`src/rtl/core_pkg.sv`:
```
// Shared definitions for the core pipeline: default bubble instruction and counter sizing.
package core_pkg;

  // addi x0, x0, 0 -- the canonical RISC-V NOP used to fill empty stages
  localparam logic [31:0] NOP_INSN = 32'h0000_0013;

  function automatic int CNT_W(input int d);
    return $clog2(d + 1);
  endfunction

endpackage

```
`src/rtl/pipe_reg_chain_if.sv`:
```
// Handshake, control and status bundle for pipe_reg_chain.
interface pipe_reg_chain_if
  import core_pkg::*;
#(
  parameter int DW    = 32,
  parameter int DEPTH = 1
) ();

  logic                     hold_flag_i;
  logic                     flush_i;
  logic [DW-1:0]            set_data;
  logic                     in_valid_i;
  logic [DW-1:0]            in_data_i;
  logic                     in_ready_o;
  logic                     out_valid_o;
  logic [DW-1:0]            out_data_o;
  logic                     out_ready_i;
  logic [CNT_W(DEPTH)-1:0]  occupancy_o;

  modport master (
    output hold_flag_i, flush_i, set_data, in_valid_i, in_data_i, out_ready_i,
    input  in_ready_o, out_valid_o, out_data_o, occupancy_o
  );

  modport slave (
    input  hold_flag_i, flush_i, set_data, in_valid_i, in_data_i, out_ready_i,
    output in_ready_o, out_valid_o, out_data_o, occupancy_o
  );

endinterface

```
`src/rtl/pipe_stage.sv`:
```
// One pipeline register stage: DW data bits plus a valid flag.
module pipe_stage #(
  parameter int            DW      = 32,
  parameter logic [DW-1:0] RST_VAL = '0
) (
  input  logic          clk,
  input  logic          rst,
  input  logic          flush,
  input  logic          hold,
  input  logic          adv,
  input  logic          up_valid,
  input  logic [DW-1:0] up_data,
  input  logic [DW-1:0] set_data,
  output logic          valid,
  output logic [DW-1:0] data
);

  logic          valid_reg;
  logic [DW-1:0] data_reg;

  // An invalid upstream item lands as a bubble carrying set_data
  always_ff @(posedge clk or posedge rst) begin
    if (rst) begin
      valid_reg <= 1'b0;
      data_reg  <= RST_VAL;
    end else if (flush) begin
      valid_reg <= 1'b0;
      data_reg  <= set_data;
    end else if (!hold && adv) begin
      valid_reg <= up_valid;
      data_reg  <= up_valid ? up_data : set_data;
    end
  end

  assign valid = valid_reg;
  assign data  = data_reg;

endmodule

```
`src/rtl/pipe_reg_chain.sv`:
```
// Elastic DEPTH-stage register chain with valid/ready on both ends, global hold and flush.
module pipe_reg_chain
  import core_pkg::*;
#(
  parameter int            DW      = 32,
  parameter int            DEPTH   = 1,
  parameter logic [DW-1:0] RST_VAL = '0
) (
  input  logic             clk,
  input  logic             rst,
  pipe_reg_chain_if.slave  bus
);

  localparam int OCC_W = CNT_W(DEPTH);

  logic [DEPTH-1:0] v;
  logic [DW-1:0]    d [DEPTH];
  logic [DEPTH:0]   adv;
  logic             stall;
  logic             in_ready;
  logic             out_valid;
  logic             in_fire;
  logic             out_fire;
  logic [OCC_W-1:0] occ_reg;
  logic [OCC_W-1:0] occ_next;

  // Ready ripples from the output back: a stage may move if it is empty or its successor moves
  always_comb begin
    adv        = '0;
    adv[DEPTH] = bus.out_ready_i;
    for (int i = DEPTH - 1; i >= 0; i--) begin
      adv[i] = ~v[i] | adv[i+1];
    end
  end

  assign stall     = bus.hold_flag_i | bus.flush_i;
  assign in_ready  = adv[0] & ~stall & ~rst;
  assign out_valid = v[DEPTH-1] & ~stall & ~rst;
  assign in_fire   = bus.in_valid_i & in_ready;
  assign out_fire  = out_valid & bus.out_ready_i;

  genvar gi;
  generate
    for (gi = 0; gi < DEPTH; gi++) begin : g_stage
      logic          up_valid;
      logic [DW-1:0] up_data;

      if (gi == 0) begin : g_head
        assign up_valid = in_fire;
        assign up_data  = bus.in_data_i;
      end else begin : g_body
        assign up_valid = v[gi-1];
        assign up_data  = d[gi-1];
      end

      pipe_stage #(
        .DW      (DW),
        .RST_VAL (RST_VAL)
      ) u_stage (
        .clk      (clk),
        .rst      (rst),
        .flush    (bus.flush_i),
        .hold     (bus.hold_flag_i),
        .adv      (adv[gi]),
        .up_valid (up_valid),
        .up_data  (up_data),
        .set_data (bus.set_data),
        .valid    (v[gi]),
        .data     (d[gi])
      );
    end
  endgenerate

  always_comb begin
    occ_next = occ_reg + OCC_W'(in_fire) - OCC_W'(out_fire);
  end

  always_ff @(posedge clk or posedge rst) begin
    if (rst) begin
      occ_reg <= '0;
    end else if (bus.flush_i) begin
      occ_reg <= '0;
    end else begin
      occ_reg <= occ_next;
    end
  end

  assign bus.in_ready_o  = in_ready;
  assign bus.out_valid_o = out_valid;
  assign bus.out_data_o  = d[DEPTH-1];
  assign bus.occupancy_o = occ_reg;

endmodule
```
`src/flat_wrapper.sv`:
```
// flat-port wrapper written by rule: the top's interface ports become plain ports
module pipe_reg_chain_flat import core_pkg::*;
#(
  parameter int            DW      = 32,
  parameter int            DEPTH   = 1,
  parameter logic [DW-1:0] RST_VAL = '0
)
  (clk, rst, bus_hold_flag_i, bus_flush_i, bus_set_data, bus_in_valid_i, bus_in_data_i, bus_out_ready_i, bus_in_ready_o, bus_out_valid_o, bus_out_data_o, bus_occupancy_o);
  pipe_reg_chain_if #(.DW(DW), .DEPTH(DEPTH)) bus_i ();
  input  logic clk;
  input  logic rst;
  input wire logic [$bits(bus_i.hold_flag_i)-1:0] bus_hold_flag_i;
  input wire logic [$bits(bus_i.flush_i)-1:0] bus_flush_i;
  input wire logic [$bits(bus_i.set_data)-1:0] bus_set_data;
  input wire logic [$bits(bus_i.in_valid_i)-1:0] bus_in_valid_i;
  input wire logic [$bits(bus_i.in_data_i)-1:0] bus_in_data_i;
  input wire logic [$bits(bus_i.out_ready_i)-1:0] bus_out_ready_i;
  output wire logic [$bits(bus_i.in_ready_o)-1:0] bus_in_ready_o;
  output wire logic [$bits(bus_i.out_valid_o)-1:0] bus_out_valid_o;
  output wire logic [$bits(bus_i.out_data_o)-1:0] bus_out_data_o;
  output wire logic [$bits(bus_i.occupancy_o)-1:0] bus_occupancy_o;
  assign bus_i.hold_flag_i = bus_hold_flag_i;
  assign bus_i.flush_i = bus_flush_i;
  assign bus_i.set_data = bus_set_data;
  assign bus_i.in_valid_i = bus_in_valid_i;
  assign bus_i.in_data_i = bus_in_data_i;
  assign bus_i.out_ready_i = bus_out_ready_i;
  assign bus_in_ready_o = bus_i.in_ready_o;
  assign bus_out_valid_o = bus_i.out_valid_o;
  assign bus_out_data_o = bus_i.out_data_o;
  assign bus_occupancy_o = bus_i.occupancy_o;
  pipe_reg_chain #(.DW(DW), .DEPTH(DEPTH), .RST_VAL(RST_VAL)) u_core (.clk(clk), .rst(rst), .bus(bus_i));
endmodule
```
`config.mk`:
```
export PLATFORM = sky130hd
export DESIGN_NAME = pipe_reg_chain_flat
export DESIGN_NICKNAME = d
export VERILOG_FILES = /design/src/rtl/core_pkg.sv /design/src/rtl/pipe_reg_chain_if.sv /design/src/rtl/pipe_stage.sv /design/src/rtl/pipe_reg_chain.sv /design/src/flat_wrapper.sv
export SDC_FILE = /design/constraint.sdc
export NUM_CORES = 1
export LEC_CHECK = 0
export BUFFER_PORTS_ARGS = -buffer_cell sky130_fd_sc_hd__buf_2
export CORE_MARGIN = 2
export CORE_UTILIZATION = 48
export CTS_CLUSTER_DIAMETER = 80
export DETAILED_ROUTE_END_ITERATION = 10
export PLACE_DENSITY = 0.93
export SYNTH_ARGS = -nofsm -noshare
export SYNTH_HDL_FRONTEND = slang
export SYNTH_HIERARCHICAL = 1
export SYNTH_SLANG_ARGS = --single-unit
```
`constraint.sdc`:
```
create_clock -name clk -period 4.5 [get_ports clk]
set_clock_uncertainty 0.15 [all_clocks]
set_input_delay 1.125 -clock clk [delete_from_list [all_inputs] [get_ports clk]]
set_output_delay 1.125 -clock clk [all_outputs]
set_load 0.005 [all_outputs]
```
==> results by stage, run 1 <==
Run status:
- The flow ran to the end, and the final reports show no timing, DRC or antenna violations.

Worst setup path:
- In this run the critical register-to-register path is launched from u_core/g_stage[0].u_stage/valid$_DFFE_PP0P_.
- The type of the worst setup path is in2reg.
- At the worst endpoint, the arrival time is 3.08 ns.
- The data required time of the critical path is 4.50 ns.
- STA classifies the critical path startpoint as a primary input.
- STA classifies the critical path endpoint as a flop.
- The most critical setup path has its startpoint at bus_flush_i.
- Of all nets on the critical path, the largest fanout is 18.

Layout:
- The number of flip-flops in the largest register is 32.
- For this run, the share of the core covered by cells in the final layout is 67.31%.
- The filler cells instantiated in the layout total 281.
- The multi-input combinational cells in the finished layout cover a total of 970.9 sq um.
- At the end of the flow, the number of nets in the layout was 297.
- The synthesis-to-finish area growth is 31.89%.
- The share of post-route cells with drive strength above 1 is 79.20%.
- The antenna diode instance count is 0.
- In the final layout, flip-flops and latches occupy 850.8 sq um.

STA:
- Dividing the final minimum period by the clock period gives 68.55%.
- After routing, the total negative slack on setup checks comes to 0 ns.
- Derived from the worst setup path, the maximum achievable clock frequency is 0.3242 GHz.
- The headroom to the max-slew limit is 41.81%.
- The number of max-slew violations in the final report was 0.
- The number of hold-slack violations in the final timing report was 0.
- The final setup violation count is 0.
- The worst path needs 3.085 ns of the cycle, external delays included.
- Setup repair after global routing left no endpoint under its margin.
- The final critical-path setup slack is 1.415 ns.
- At the pin with the least slew margin, the transition time is 0.8728 ns.

Route:
- The wire length after detailed routing is 3896 um.
- For this run, design rule violations remaining after detail routing come to 0.
- The number of detailed-route iterations in the first pass is 4.
- Dividing the detail-routed via count by the number of cells gives 4.953.
- The number of nets still failing antenna checks after routing is 0.
- The final routed wire length divided by cell count is 14.22 um.
- The routed layout has 1357 vias.
- The detailed router finished its first iteration with 20 violations.

Min path:
- The worst hold path begins at u_core/bus.occupancy_o$_DFF_PP0_.
- The kind of path behind the tightest hold check is reg2reg.

Clock tree:
- The clock passes through at most 2 buffers.
- The number of hold buffers added after CTS was 0.
- The clock insertion delay at the later pin of the skew report is 0.27 ns.
- After clock tree synthesis, the setup repair step added 0 buffers.
- The clock slew seen by the registers of the worst setup and hold paths is 0.06 ns.
- The number of buffers created by CTS is 5.
- For this design, the sink count on the clock tree is 34.
- The number of resized instances in the post-cts repair step is 0.
- The TritonCTS clock tree is built.
- The H-tree was split into 2 levels.
- The tree is rooted in a sky130_fd_sc_hd__clkbuf_8.

Global routing:
- The via count of the first global-routing pass is 1383.
- Global routing used 19.02% of the available tracks across all layers.
- The global route total overflow is 0.
- The wire length of the first global-routing pass is 6175 um.
- Entering global routing, the biggest net connects 34 pins.
- The number of antenna violations at the first check in global routing is 0.

Power and ir drop:
- The total chip power is 0.0007034 W.
- Dividing total power by cell area gives a power density of 279.1 nW/um^2.
- The peak supply drop is 0.1503 mV.
- In this run the static leakage power is 1.313 nW.

Logic synthesis:
- The number of distinct library cells after synthesis is 17.
- The cell area after technology mapping is 1911 sq um.
- The synthesized net count is 192.
- After synthesis, the mean cell area works out to 15.66 sq um.
- For this run, the register share of the synthesized area comes to 44.53%.
- The synthesis warning total is 6.
- The instance count of the mapped netlist is 122.
- The number of synthesized register bits is 34.

Die:
- The total number of placement rows is 22.
- The core outline area is 3744 sq um.
- From left edge to right edge, the die measures 67.09 um.
- The die is 67.09 um tall.
- The floorplan step defined a die boundary enclosing 4501 sq um.
- Pin placement for this block handled 105 I/O pins.
- Once the floorplan was initialized, standard cells occupied 51.04% of the core.

Run:
- Max-cap violations in this run came to 0.

Placement:
- The half-perimeter wire length after placement is 3069 um.
- Port buffering added 104 buffers.
- The weighted congestion at the end of routability-driven global placement is 0.8317.
- At the placement stage, the worst setup path has a slack of 1.124 ns.
## layout by cell type, fill, tap and decap left out
cell	count
sky130_fd_sc_hd__xor2_1	1
sky130_fd_sc_hd__clkbuf_8	6
sky130_fd_sc_hd__nor3_2	1
sky130_fd_sc_hd__nor2_1	1
sky130_fd_sc_hd__buf_4	1
sky130_fd_sc_hd__inv_1	2
sky130_fd_sc_hd__dfrtp_1	34
sky130_fd_sc_hd__mux2_2	26
sky130_fd_sc_hd__buf_12	1
sky130_fd_sc_hd__and3_1	1
sky130_fd_sc_hd__and2_1	2
sky130_fd_sc_hd__nand3_1	1
sky130_fd_sc_hd__mux2_4	38
sky130_fd_sc_hd__mux2i_1	2
sky130_fd_sc_hd__nand2b_1	3
sky130_fd_sc_hd__buf_2	104
sky130_fd_sc_hd__nor2b_4	1
sky130_fd_sc_hd__nand2b_2	1
## cells in the mapped netlist, drive strengths merged
library cell / number / area (sq um)
nand2b: 4 / 25.02
clkbuf: 1 / 5.000
nor3: 1 / 10.01
xor2: 1 / 8.760
nor2: 1 / 3.750
and3: 1 / 6.260
and2: 2 / 12.51
nand3: 1 / 5.000
inv: 2 / 7.510
mux2: 64 / 863.3
buf: 7 / 86.33
dfrtp: 34 / 850.8
mux2i: 2 / 20.02
nor2b: 1 / 6.260
## final timing paths
kind,end,cells past startpoint,slack [ns]
worst max-delay path,u_core/g_stage[0].u_stage/data[17]$_DFFE_PP0P_,7,1.42
worst min-delay path,u_core/bus.occupancy_o$_DFF_PP0_,1,0.34
worst max register to register,u_core/g_stage[0].u_stage/data[17]$_DFFE_PP0P_,6,2.11
worst min register to register,u_core/bus.occupancy_o$_DFF_PP0_,1,0.34
max in group asynchronous,u_core/g_stage[0].u_stage/data[10]$_DFFE_PP0P_,3,3.08
min in group asynchronous,u_core/bus.occupancy_o$_DFF_PP0_,2,0.57
## final cells by class
cell class	count	area share [%]
clock buffer	6	3.277
inverter	2	0.2979
multi-input combinational	78	38.53
timing repair buffer	106	21.75
sequential	34	33.76
tap	48	2.383
## cells by family (layout without fill, tap and decap cells)
| logic type | count (synthesis) | after routing | synth area share, % |
|---|---|---|---|
| xor gates and xnor gates | 1 | 1 | 0.4585 |
| buffers and inverters | 10 | 114 | 5.173 |
| DFF | 34 | 34 | 44.53 |
| muxes | 66 | 66 | 46.23 |
| and+or+nand+nor | 11 | 11 | 3.602 |
## worst max-delay path, cell delays in order
cell and delay, ns:
sky130_fd_sc_hd__buf_2 0.14, sky130_fd_sc_hd__nor3_2 0.23, sky130_fd_sc_hd__and3_1 0.21, sky130_fd_sc_hd__nor2b_4 0.52, sky130_fd_sc_hd__buf_12 0.26, sky130_fd_sc_hd__mux2_4 0.31, sky130_fd_sc_hd__mux2_2 0.27
## metal layers
| layer | vias to the layer above | track usage, % | share of wire (%) |
|---|---|---|---|
| li1 | 638 | - | - |
| met1 | 644 | 19.94 | 38 |
| met2 | 68 | 34.90 | 52 |
| met3 | 7 | 6.250 | 8.2 |
| met4 | 0 | 6.888 | 1.4 |
| met5 | - | 0 | 0 |
## power breakdown
part	internal (W)	total (W)	switching, W
registers	0.000333	0.000348	0.0000146
clock network	0.000118	0.000210	0.0000922
logic	0.0000936	0.000145	0.0000519
total	0.000545	0.000703	0.000159
## through the flow
stage          hold slack [ns]  area (sq um)  std cells
2_1_floorplan           0.3200          1911        122
3_3_place_gp            0.3152          2437        268
3_5_place_dp            0.3373          2437        268
4_1_cts                 0.3464          2520        274
5_1_grt                 0.3602          2520        274
6_report                0.3357          2520        274
(Power assumes the default switching activity.)
==> run 2, diff against run 1 <==
--- a/config.mk
+++ b/config.mk
@@ -7,10 +7,10 @@
 export LEC_CHECK = 0
 export BUFFER_PORTS_ARGS = -buffer_cell sky130_fd_sc_hd__buf_2
 export CORE_MARGIN = 2
-export CORE_UTILIZATION = 48
+export CORE_UTILIZATION = 44
 export CTS_CLUSTER_DIAMETER = 80
 export DETAILED_ROUTE_END_ITERATION = 10
-export PLACE_DENSITY = 0.93
+export PLACE_DENSITY = 0.87
 export SYNTH_ARGS = -nofsm -noshare
 export SYNTH_HDL_FRONTEND = slang
 export SYNTH_HIERARCHICAL = 1
==> constraint.sdc (replaced) <==
create_clock -name clk -period 3.2 [get_ports clk]
set_clock_uncertainty 0.15 [all_clocks]
set_input_delay 0.8 -clock clk [delete_from_list [all_inputs] [get_ports clk]]
set_output_delay 0.8 -clock clk [all_outputs]
set_load 0.005 [all_outputs]
==> run 2 against run 1 <==
Net effect: sequential power increased by 40%; final cell count grew 1.5%; critical path type unchanged; setup slack worse by 0.73 ns; sequential share of layout area is 0.12 points higher; first-iteration DRC count rose by 100%; largest cell class unchanged; critical path depth is the same; utilization down 5.9 points; combinational power rose by 41%; power is 39% higher; clock power up 36%; sequential cell count unchanged.
==> results by stage, run 2 (same netlist as run 1, synthesis figures left out) <==
Worst setup path:
- The worst path arrival time came to 2.53 ns (-0.55 ns).
- The setup path with the least slack is of type in2reg.
- The nature of the critical path startpoint is a primary input.
- The register-to-register path setup slack is 1.02 ns (-1.09 ns).
- STA classifies the critical path endpoint as a flop.
- In this run the critical register-to-register path is captured at u_core/g_stage[0].u_stage/data[7]$_DFFE_PP0P_.
- The data required time of the critical path came to 3.21 ns (-1.29 ns).
- The maximum fanout along the worst path is 20 (+2).
- The number of cells on the worst reg-to-reg path is 6 (unchanged).
- In this run the critical register-to-register path is launched from u_core/g_stage[0].u_stage/valid$_DFFE_PP0P_.

Layout:
- The most frequent standard cell in the layout excluding fill and tap cells is sky130_fd_sc_hd__buf_2.
- In the layout the commonest cells are sky130_fd_sc_hd__buf_2, sky130_fd_sc_hd__mux2_4, sky130_fd_sc_hd__dfrtp_1, sky130_fd_sc_hd__mux2_2, sky130_fd_sc_hd__clkbuf_8.
- The count of fill cells added during filler insertion came to 353 (+26%).
- The antenna diode instance count is 0 (unchanged).
- The number of flip-flops in the largest register is 32 (unchanged).
- From synthesis to final layout, the design area changed by 31.43%.
- The share of post-route cells with drive strength above 1 was 78.51% (-0.69 points).
- The post-layout net count came to 298 (+0.34%).

Clock tree:
- The TritonCTS clock tree is built.
- The deepest clock path buffer count was 2 (unchanged).
- The number of clock sinks is 34 (unchanged).
- The clock tree root buffer cell is sky130_fd_sc_hd__clkbuf_8.
- The number of levels the H-tree was split into is 2 (unchanged).
- The hold buffer count at CTS is 0 (unchanged).
- The number of buffers created by CTS is 5 (unchanged).
- The setup fix buffers added after clock tree synthesis was 0 (unchanged).
- The clock insertion delay at the later pin of the skew report is 0.28 ns (about the same).
- The clock slew seen by the registers of the worst setup and hold paths is 0.06 ns (about the same).
- The number of resized instances in the post-cts repair step was 0 (unchanged).

Global routing:
- The via count of the first global-routing pass is 1533 (+11%).
- The wire length of the first global-routing pass was 6844 um (+11%).
- The pin count of the biggest net entering global routing is 34 (unchanged).
- The number of antenna violations at the first check in global routing is 0 (unchanged).
- The total routing resource utilization after global routing is 17.99% (-1.0 points).
- The global route total overflow is 0 (unchanged).

Die:
- The effective utilization at floorplan came to 46.75% (-4.3 points).
- The core outline area is 4086 sq um (+9.2%).
- The full die area is 4885 sq um (+8.5%).
- The count of boundary I/O pins is 105 (unchanged).
- The width of the die is 69.90 um (+4.2%).
- The total number of placement rows is 23 (+4.5%).
- The overall die height is 69.90 um (+4.2%).

Route:
- The final routed wire length divided by cell count is 14.55 um (+2.4%).
- The number of nets still failing antenna checks after routing is 0 (unchanged).
- The via-per-instance ratio is 4.813 (-2.8%).
- The total DRC errors in the routed layout was 0 (unchanged).
- The count of routing violations after the opening detailed-route iteration is 40 (+100%).
- The total number of vias came to 1338 (-1.4%).
- The number of detailed-route iterations in the first pass is 4 (unchanged).
- The wire length after detailed routing came to 4046 um (+3.9%).

STA:
- The number of hold-slack violations in the final timing report came to 0 (unchanged).
- The headroom to the max-slew limit is 42.09% (+0.28 points).
- The post-route clock period utilization is 78.66%.
- The worst hold-check slack came to 0.2162 ns (-0.1194 ns).
- Setup repair after global routing left no endpoint under its margin.
- The number of max-slew violations in the final report was 0 (unchanged).
- The final critical-path required period is 2.517 ns.
- The slew at the pin closest to its max-slew limit is 0.8686 ns (-0.004164 ns).
- The maximum clock frequency is 0.3973 GHz.
- The final setup TNS is 0 ns (unchanged).
- The final setup violation count is 0 (unchanged).

Power and ir drop:
- The leakage component of the power is 1.311 nW (-0.17%).
- The total chip power is 0.0009778 W (+39%).
- The peak supply drop came to 0.2613 mV (+74%).
- The power density over the cells is 389.4 nW/um^2 (+39%).

Run:
- The number of maximum-capacitance constraint violations is 0 (unchanged).

Min path:
- The min-delay analysis places its worst path in the category in2async.

Placement:
- The weighted congestion at the end of routability-driven global placement is 0.7320 (-12%).
- The count of input and output buffers is 104 (unchanged).
- The half-perimeter wire length after placement is 3134 um (+2.1%).

Run status:
- The run finished with clean final reports.
## run 2: changes by cell type in the layout (fill, tap and decap cells not counted), sizes merged
cell    change
buf         +1
clkbuf      +1
## run 2: how the worst max path moves through the flow
stage,startpoint,end,slack [ns],cells past startpoint
after floorplan,rst,u_core/g_stage[0].u_stage/data[11]$_DFFE_PP0P_,0.77,7
after global placement,bus_flush_i,u_core/g_stage[0].u_stage/data[6]$_DFFE_PP0P_,0.49,7
after detailed placement,bus_flush_i,u_core/g_stage[0].u_stage/data[7]$_DFFE_PP0P_,0.42,7
after CTS,bus_flush_i,u_core/g_stage[0].u_stage/data[7]$_DFFE_PP0P_,0.71,7
after global routing,bus_flush_i,u_core/g_stage[0].u_stage/data[7]$_DFFE_PP0P_,0.59,7
final,bus_flush_i,u_core/g_stage[0].u_stage/data[7]$_DFFE_PP0P_,0.68,7
## run 2: stage by stage
stage / instances / area [sq um] / setup WS (ns) / util [%]
after floorplan: 122 / 1911 / 0.7659 / -
after global placement: 271 / 2435 / 0.4854 / 59.58
after detailed placement: 271 / 2435 / 0.4238 / 59.58
after CTS: 278 / 2511 / 0.7124 / 61.45
after global routing: 278 / 2511 / 0.5943 / 61.45
final: 278 / 2511 / 0.6829 / 61.45
## run 2: routing by layer
layer  global-route usage [%]  share of wire, %  vias up  wire length [um]
li1                         -                 -      639                 -
met3                    4.906               5.1        9               207
met4                    8.974               2.2        0                88
met1                    18.54                37      647              1513
met2                    33.12                55       43              2237
met5                        0                 0        -                 0
## run 2: worst max-delay path, stage by stage
cell and delay, ns:
sky130_fd_sc_hd__buf_2 0.14, sky130_fd_sc_hd__nor3_2 0.22, sky130_fd_sc_hd__and3_1 0.21, sky130_fd_sc_hd__nor2b_4 0.15, sky130_fd_sc_hd__buf_4 0.35, sky130_fd_sc_hd__mux2_2 0.39, sky130_fd_sc_hd__mux2_2 0.27
## run 2: layout make-up
cell class                 instances  area (sq um)  area share (%)
multi-input combinational         78         970.9           38.66
sequential                        34         850.8           33.88
tap                               50         62.56           2.491
clock buffer                       7         76.32           3.039
timing repair buffer             107         543.0           21.62
inverter                           2         7.507          0.2990
## run 2: power by group
| part | internal (W) | total (W) | switching, W | leakage (nW) |
|---|---|---|---|---|
| logic | 0.000131 | 0.000204 | 0.0000728 | 0.872 |
| clock network | 0.000149 | 0.000286 | 0.000137 | 0.0383 |
| registers | 0.000469 | 0.000487 | 0.0000186 | 0.401 |
